[src/rtl/muldiv_sequencer.sv]
// muldiv_sequencer: multi-cycle RV32M multiply/divide unit, one bit per cycle, with pipeline stall
module muldiv_sequencer #(
  parameter int XLEN = 32
) (
  input  logic            clk,
  input  logic            reset,
  input  logic            start,
  input  logic            flush,
  input  logic [2:0]      Funct3,
  input  logic [XLEN-1:0] SrcA,
  input  logic [XLEN-1:0] SrcB,
  output logic            busy,
  output logic            done,
  output logic            stall,
  output logic [XLEN-1:0] Result
);
  localparam int CW = $clog2(XLEN);
  typedef enum logic [2:0] {IDLE, MUL, DIV, FIX, DONE} state_t;
  state_t state_q, state_d;
  logic [CW-1:0] cnt_q, cnt_d;
  logic [2:0] f3_q, f3_d;
  logic sa_q, sa_d, sb_q, sb_d;
  logic [XLEN-1:0] hi_q, hi_d, lo_q, lo_d, b_q, b_d, res_q, res_d;
  logic [XLEN:0] madd, dsh, dsub;
  logic [2*XLEN-1:0] prod, prod_s;
  logic [XLEN-1:0] quot_s, rem_s, fix_res, spec_res;
  logic a_neg, b_neg, dz, ovf, accept;
  always_comb begin
    accept   = state_q == IDLE && start && !flush;
    a_neg    = SrcA[XLEN-1] && (Funct3 inside {3'b001, 3'b010, 3'b100, 3'b110});
    b_neg    = SrcB[XLEN-1] && (Funct3 inside {3'b001, 3'b100, 3'b110});
    dz       = Funct3[2] && SrcB == '0;
    ovf      = Funct3[2] && !Funct3[0] && SrcA == {1'b1, {(XLEN-1){1'b0}}} && SrcB == '1;
    spec_res = dz ? (Funct3[1] ? SrcA : '1) : (Funct3[1] ? '0 : SrcA);
    // hi:lo is the product register for MUL and the {remainder, quotient} pair for DIV
    madd     = {1'b0, hi_q} + (lo_q[0] ? {1'b0, b_q} : '0);
    dsh      = {hi_q, lo_q[XLEN-1]};
    dsub     = dsh - {1'b0, b_q};
    prod     = {hi_q, lo_q};
    prod_s   = (sa_q ^ sb_q) ? -prod : prod;
    quot_s   = (sa_q ^ sb_q) ? -lo_q : lo_q;
    rem_s    = sa_q ? -hi_q : hi_q;
    fix_res  = f3_q[2] ? (f3_q[1] ? rem_s : quot_s)
                       : (f3_q[1:0] == 2'b00 ? prod_s[XLEN-1:0] : prod_s[2*XLEN-1:XLEN]);
  end
  always_comb begin
    state_d = state_q;
    cnt_d   = cnt_q;
    f3_d    = f3_q;
    sa_d    = sa_q;
    sb_d    = sb_q;
    hi_d    = hi_q;
    lo_d    = lo_q;
    b_d     = b_q;
    res_d   = res_q;
    if (flush) state_d = IDLE;
    else
      case (state_q)
        IDLE: if (accept) begin
          f3_d    = Funct3;
          sa_d    = a_neg;
          sb_d    = b_neg;
          hi_d    = '0;
          lo_d    = a_neg ? -SrcA : SrcA;
          b_d     = b_neg ? -SrcB : SrcB;
          cnt_d   = CW'(XLEN-1);
          res_d   = (dz || ovf) ? spec_res : res_q;
          state_d = (dz || ovf) ? DONE : (Funct3[2] ? DIV : MUL);
        end
        MUL: begin
          hi_d    = madd[XLEN:1];
          lo_d    = {madd[0], lo_q[XLEN-1:1]};
          cnt_d   = cnt_q - CW'(1);
          state_d = cnt_q == '0 ? FIX : MUL;
        end
        DIV: begin
          hi_d    = dsub[XLEN] ? dsh[XLEN-1:0] : dsub[XLEN-1:0];
          lo_d    = {lo_q[XLEN-2:0], ~dsub[XLEN]};
          cnt_d   = cnt_q - CW'(1);
          state_d = cnt_q == '0 ? FIX : DIV;
        end
        FIX: begin
          res_d   = fix_res;
          state_d = DONE;
        end
        default: state_d = IDLE;
      endcase
  end
  always_ff @(posedge clk or posedge reset) begin
    if (reset) begin
      state_q <= IDLE;
      cnt_q   <= '0;
      f3_q    <= '0;
      sa_q    <= 1'b0;
      sb_q    <= 1'b0;
      hi_q    <= '0;
      lo_q    <= '0;
      b_q     <= '0;
      res_q   <= '0;
    end else begin
      state_q <= state_d;
      cnt_q   <= cnt_d;
      f3_q    <= f3_d;
      sa_q    <= sa_d;
      sb_q    <= sb_d;
      hi_q    <= hi_d;
      lo_q    <= lo_d;
      b_q     <= b_d;
      res_q   <= res_d;
    end
  end
  assign busy   = state_q != IDLE;
  assign done   = state_q == DONE;
  assign stall  = start & ~done;
  assign Result = res_q;
endmodule
[config.mk]
export PLATFORM = sky130hd
export DESIGN_NAME = muldiv_sequencer
export DESIGN_NICKNAME = d
export VERILOG_FILES = /design/src/rtl/muldiv_sequencer.sv
export SDC_FILE = /design/constraint.sdc
export NUM_CORES = 1
export LEC_CHECK = 0
export BUFFER_PORTS_ARGS = -buffer_cell sky130_fd_sc_hd__buf_2
export CAP_MARGIN = 20
export CORE_MARGIN = 4
export CORE_UTILIZATION = 30
export DETAILED_ROUTE_END_ITERATION = 8
export MAX_ROUTING_LAYER = met4
export PLACE_DENSITY = 0.54
export SLEW_MARGIN = 10
export SYNTH_ARGS = -nofsm -noshare
export SYNTH_HDL_FRONTEND = slang
export SYNTH_SLANG_ARGS = --single-unit
[constraint.sdc]
create_clock -name clk -period 5.88 [get_ports clk]
set_input_delay 1.176 -clock clk [delete_from_list [all_inputs] [get_ports clk]]
set_output_delay 1.176 -clock clk [all_outputs]
set_load 0.02 [all_outputs]
* Yosys cells after proc, flatten, opt, wreduce, memory -nomap -nowiden
Index checks and enable logic that the tools add are counted.
** Storage, ports and cells
- Output and inout bits :: 35
- Bits in writable memories :: 0
- Flip-flop bits (word level) :: 141
- Latch bits :: 0
- Logic and storage cells :: 90
- ROM bits :: 0
- Memories kept :: 0
** Operators by class
- $mul :: 0
- Div/mod/pow operators :: 0
- Shift operators :: 0
- Eq/ne operators :: 13
- Reductions and logical operators :: 26
- Bitwise operators :: 5
- $add $sub $neg :: 8
- Magnitude comparators :: 0
- Muxes and demuxes :: 29
** Operators by type and width (number)
- $mux W32 :: 16
- $pmux W32 S3 :: 2
- $neg A32 Y32 :: 4
- $eq A32 B32 Y1 const B :: 2
- $mux W64 :: 1
- $neg A64 Y64 :: 1
- $pmux W32 S2 :: 1
- $add A32 B32 Y33 :: 1
- $sub A33 B32 Y33 :: 1
- $logic_not A32 Y1 :: 1
- $pmux W3 S4 :: 1
- $pmux W5 S2 :: 1
- $eq A3 B2 Y1 const B :: 3
- $eq A3 B3 Y1 const B :: 3
- $mux W3 :: 3
- $reduce_and A3 Y1 :: 3
- $reduce_bool A3 Y1 :: 3
- $logic_and A1 B1 Y1 :: 8
- $eq A3 B1 Y1 const B :: 2
- $logic_not A5 Y1 :: 1
- $mux W5 :: 1
- $sub A5 B1 Y5 const B :: 1
- $mux W2 :: 2
- $reduce_and A4 Y1 :: 1
- 14 further kinds :: 18

* Depth between registers and ports, before layout
- Depth in word-level cells :: 9
- Mapped depth :: 14

* Worst setup path after synthesis
Ideal clock, no wire load.
- Kind :: input -> register
- Start point :: input port SrcA[13]
- End point :: register res_q[14], in the netlist Result[14]
- Stages on the path :: 9
- Setup slack :: 2.189 ns
- Data arrival time :: 3.565 ns
- Setup time :: 0.126 ns
- Required time :: 5.754 ns
- Path through :: or4_4 or3_4 or4_4 nor3_2 nor2_1 nor2_1 o21ai_2 buf_6 a221o_1
** On the way
- Cells in the longest elaborated chain, start to end :: 6
** Ends and longest elaborated chain
- start, declared :: RTL line 10 : input logic [XLEN-1:0] SrcA,
- $eq A32 B32 Y1 :: RTL line 33 : ovf = Funct3[2] && !Funct3[0] && SrcA == {1'b1, {(XLEN-1){1'b0}}} && SrcB == '1;
- $logic_and A1 B1 Y1 (2 in a row) :: RTL line 33
- $logic_or A1 B1 Y1 :: RTL line 67 : res_d = (dz || ovf) ? spec_res : res_q;
- $ne A2 B1 Y1 (no line)
- $reduce_and A4 Y1 (no line)
- end signal, assigned :: RTL line 109 : res_q <= res_d;
- end, declared :: RTL line 23 : logic [XLEN-1:0] hi_q, hi_d, lo_q, lo_d, b_q, b_d, res_q, res_d;
Every way passes these cells.
A chain may end at the register's enable or synchronous reset.

* Final worst setup path
- Start point :: register lo_q[31]
- End point :: register hi_q[4]
** On the way
- Cells in the longest elaborated chain, start to end :: 3
** Ends and longest elaborated chain
- start, declared :: RTL line 23
- start signal, assigned :: RTL line 107 : lo_q <= lo_d;
- $sub A33 B32 Y33 :: RTL line 38 : dsub = dsh - {1'b0, b_q};
- $mux W32 :: RTL line 77 : hi_d = dsub[XLEN] ? dsh[XLEN-1:0] : dsub[XLEN-1:0];
- $pmux W32 S3 :: RTL line 58 : case (state_q)
- end signal, assigned :: RTL line 106 : hi_q <= hi_d;
- end, declared :: RTL line 23
Every way passes these cells.

==> summary.md <==
Summing all placed instances gives a cell area of 15900 sq um. The leakage dissipation is 6.67 nW, and the number of global-route vias before repair is 14700. The core utilization of the finished layout was 0.335; the number of CTS-inserted buffers was 17. The gate count after technology mapping is 2059, and the largest fanout on the critical path is 19. CTS saw 141 sinks. The count of pins over their slew limit came out at 0. The run finished with clean final reports. The library cell used most frequently in the layout, excluding fill and tap cells, is sky130_fd_sc_hd__nand2_1. The logs give 0.237 for the share of synthesized area occupied by flip-flops and latches and 2202 for the number of nets in the synthesized netlist. The first global-routing pass estimated 89.5 mm of wire. In the layout the commonest cells are sky130_fd_sc_hd__nand2_1 (234), sky130_fd_sc_hd__o21ai_0 (233), sky130_fd_sc_hd__nor2_1 (215), sky130_fd_sc_hd__a21oi_1 (174), sky130_fd_sc_hd__dfrtp_1 (141). The worst slew margin relative to its limit is 0.262, and the initial antenna violation count is 0. The register bit count reported by yosys is 141. Number of vias after detailed routing: 15800. Once placement completed, the tool counted placed cells totaling 2695. After routing the design area is 16400 sq um. The logs give 0 ns for the setup TNS and 6.49 mW for the total power draw. The worst hold path class is reg2reg. The portion of the clock cycle consumed by the worst path in the final layout came out at 0.754.

The cell sitting at the root of the clock tree is a sky130_fd_sc_hd__clkbuf_16. The most instantiated flip-flop cell in the synthesis netlist was sky130_fd_sc_hd__dfrtp_1. The H-tree depth is 4. The fraction of power spent switching nets works out to 0.515.

The floorplan step set the die width to 231 microns. The finished layout holds 2728 standard cells, fillers aside. Height of the die: 231 microns. Dividing total power by cell area gives a power density of 395 nW/um^2. The run gives 0.304 as the initial core utilization.

From synthesis to final layout, the design area changed by 10.4%. After clock tree synthesis, the clock-pin slew on the worst setup and hold paths is 0.07 ns. Wires add up to 59.0 mm. The run gives 0 as the final hold violation count. The kind of critical path is reg2reg.

The total die area was 53200 sq um; the number of diodes was 0. The post-placement worst setup slack was 1.09 ns; the fraction of power consumed by combinational cells was 0.587. At the end of routability-driven placement, the weighted congestion stood at 0.991.

The count of different cell masters after synthesis came out at 76. Static timing analysis puts the maximum clock frequency at 0.225 GHz. Dividing the detail-routed wire length by the instance count gives 21.6 microns. The share of flip-flops with an asynchronous set or reset after synthesis is 1.00. Setup violations remaining at the end of the flow were counted as 0. No sink is reached through more buffers than the 2 on the longest clock path.

The final worst slack came out at 1.45 ns. Setup repair after global routing left no endpoint under its margin. The total congestion overflow after global routing was 0.

In this run the power spent charging and discharging nets is 3.34 mW. For this run, design rule violations remaining after detail routing come to 0. The run gives 0 as the number of buffers inserted to repair setup after CTS. The count of flip-flops with a built-in enable after synthesis came out at 0. After layout, the minimum clock period comes to 4.43 ns. Across the VDD grid, the largest voltage drop is 0.232 mV. After the last flow step, the layout net total stands at 2194. Input and output buffers added on the ports amount to 105. On the final layout, the worst clock skew is 0.0162 ns.

For the count of nets left with antenna violations after detail routing, the log shows 0. STA classifies the critical path startpoint as a register. Max-cap violations in this run came to 0. The count of standard-cell rows is 81. TritonCTS built the clock tree.

Detailed placement finished with a half-perimeter wire length of 45.0 mm. The pre-antenna-repair detailed-routing pass consisted of 5 iterations. Pin placement for this block handled 106 I/O pins. Average instance area after synthesis: 7.22 sq um. The logs give 0.250 for the power share of the sequential group and 0 for the number of synthesis warnings.

After synthesis the cells add up to 14900 sq um. STA classifies the critical path endpoint as a register. Dividing the detail-routed via count by the number of cells gives 5.78. After filler insertion, the fill cell instance count of the layout stands at 5297. The run gives 0 as the number of instances resized during post-cts repair. Entering global routing, the biggest net connects 76 pins. The share of post-route cells with drive strength above 1 is 0.0940. For the worst setup path, the data arrival time is 4.78 ns. Total track usage: 0.221.

At the pin with the least slew margin, the transition time is 1.09 ns. The tools report the clock network power share as 0.163. The total area inside the core boundary comes to 49000 sq um. The logs give 3.14 mW for the internal cell power and 0.47 ns for the clock latency of the later-clocked register in the worst-skew pair. In this run, the number of DRC markers left after iteration 0 of detailed routing was 1554.

The hold slack was 0.476 ns; the critical path data required time was 6.22 ns. For this design, the CTS-stage hold fixing added 0 buffers.
## sequential cells by signal, indices dropped and copies added (netlist names)
signal,count
Result,32
b_q,32
hi_q,32
lo_q,32
cnt_q,5
f3_q,3
state_q,3
sa_q,1
sb_q,1
## worst max-delay path, stage by stage, from the launching register on
cell                       delay, ns
sky130_fd_sc_hd__dfrtp_1        0.52
sky130_fd_sc_hd__inv_1          0.22
sky130_fd_sc_hd__ha_1           0.28
sky130_fd_sc_hd__fa_1           0.40
sky130_fd_sc_hd__nand2b_1       0.19
sky130_fd_sc_hd__a21o_1         0.21
sky130_fd_sc_hd__a31oi_1        0.32
sky130_fd_sc_hd__o21a_1         0.22
sky130_fd_sc_hd__o211a_1        0.28
sky130_fd_sc_hd__o41a_1         0.22
sky130_fd_sc_hd__nand3_1        0.64
sky130_fd_sc_hd__and3_1         0.48
sky130_fd_sc_hd__o32a_1         0.33
## kinds of logic after synthesis
group	Yosys count	synth area share
mux	25	0.0172
simple gates	727	0.231
xor+xnor	177	0.104
buf+inv	231	0.0598
compound gates	686	0.289
flops	141	0.237
fa+ha+maj	72	0.0616
## cells in the mapped netlist (13+ instances only)
master,n,area [sq um]
sky130_fd_sc_hd__xnor2_1,95,832
sky130_fd_sc_hd__o221ai_1,20,175
sky130_fd_sc_hd__nor3_1,52,260
sky130_fd_sc_hd__a31oi_1,19,119
sky130_fd_sc_hd__and3_1,17,106
sky130_fd_sc_hd__clkbuf_1,136,510
sky130_fd_sc_hd__nand3_1,42,210
sky130_fd_sc_hd__a221oi_1,36,315
sky130_fd_sc_hd__nand2_1,235,882
sky130_fd_sc_hd__o211ai_1,15,113
sky130_fd_sc_hd__mux2i_1,21,210
sky130_fd_sc_hd__nand4_1,26,163
sky130_fd_sc_hd__xor2_1,82,718
sky130_fd_sc_hd__dfrtp_1,141,3530
sky130_fd_sc_hd__nor4_1,21,131
sky130_fd_sc_hd__a22oi_1,15,113
sky130_fd_sc_hd__inv_1,77,289
sky130_fd_sc_hd__nand2b_1,16,100
sky130_fd_sc_hd__a21oi_1,175,876
sky130_fd_sc_hd__a211oi_1,13,97.6
sky130_fd_sc_hd__o21ai_0,233,1170
sky130_fd_sc_hd__or4_1,22,165
sky130_fd_sc_hd__ha_1,70,876
sky130_fd_sc_hd__nor2_1,216,811
sky130_fd_sc_hd__or3_1,17,106
sky130_fd_sc_hd__a21o_1,29,218
sky130_fd_sc_hd__o31ai_1,23,173
## power by group through the flow
stage                     logic [mW]  clock network [mW]  registers [mW]
after CTS                       3.74                1.08            1.61
after global placement          3.72                   0            1.62
after floorplan                 2.82                   0            1.40
after global routing            4.17                1.11            1.65
after detailed placement        3.73                   0            1.63
final                           3.81                1.06            1.62
## layer usage
layer	routed length (microns)	global-route usage
met1	26200	0.292
met2	27100	0.348
met3	3630	0.0292
met4	2060	0.0779
met5	0	-
## layout make-up
class                      instances  area, sq um  share of cell area
inverter                          77          294              0.0179
clock buffer                      20          457              0.0278
sequential                       141         3530               0.215
clock inverter                    12         87.6             0.00534
timing repair buffer             127          703              0.0429
tap                              664          831              0.0506
multi-input combinational       1687        10500               0.640
## path summary, 6_finish.rpt
| path | startpoint | end | slack [ns] | cells past startpoint |
|---|---|---|---|---|
| setup / recovery | lo_q[31] | hi_q[4] | 1.45 | 12 |
| hold / removal | Result[6] | Result[6] | 0.48 | 2 |
| setup reg to reg | lo_q[31] | hi_q[4] | 1.45 | 12 |
| hold reg to reg | Result[6] | Result[6] | 0.48 | 2 |
| max in group asynchronous | reset | b_q[31] | 4.17 | 3 |
| min in group asynchronous | reset | lo_q[6] | 0.78 | 2 |
Note: power is estimated with default switching activity, not from simulation.
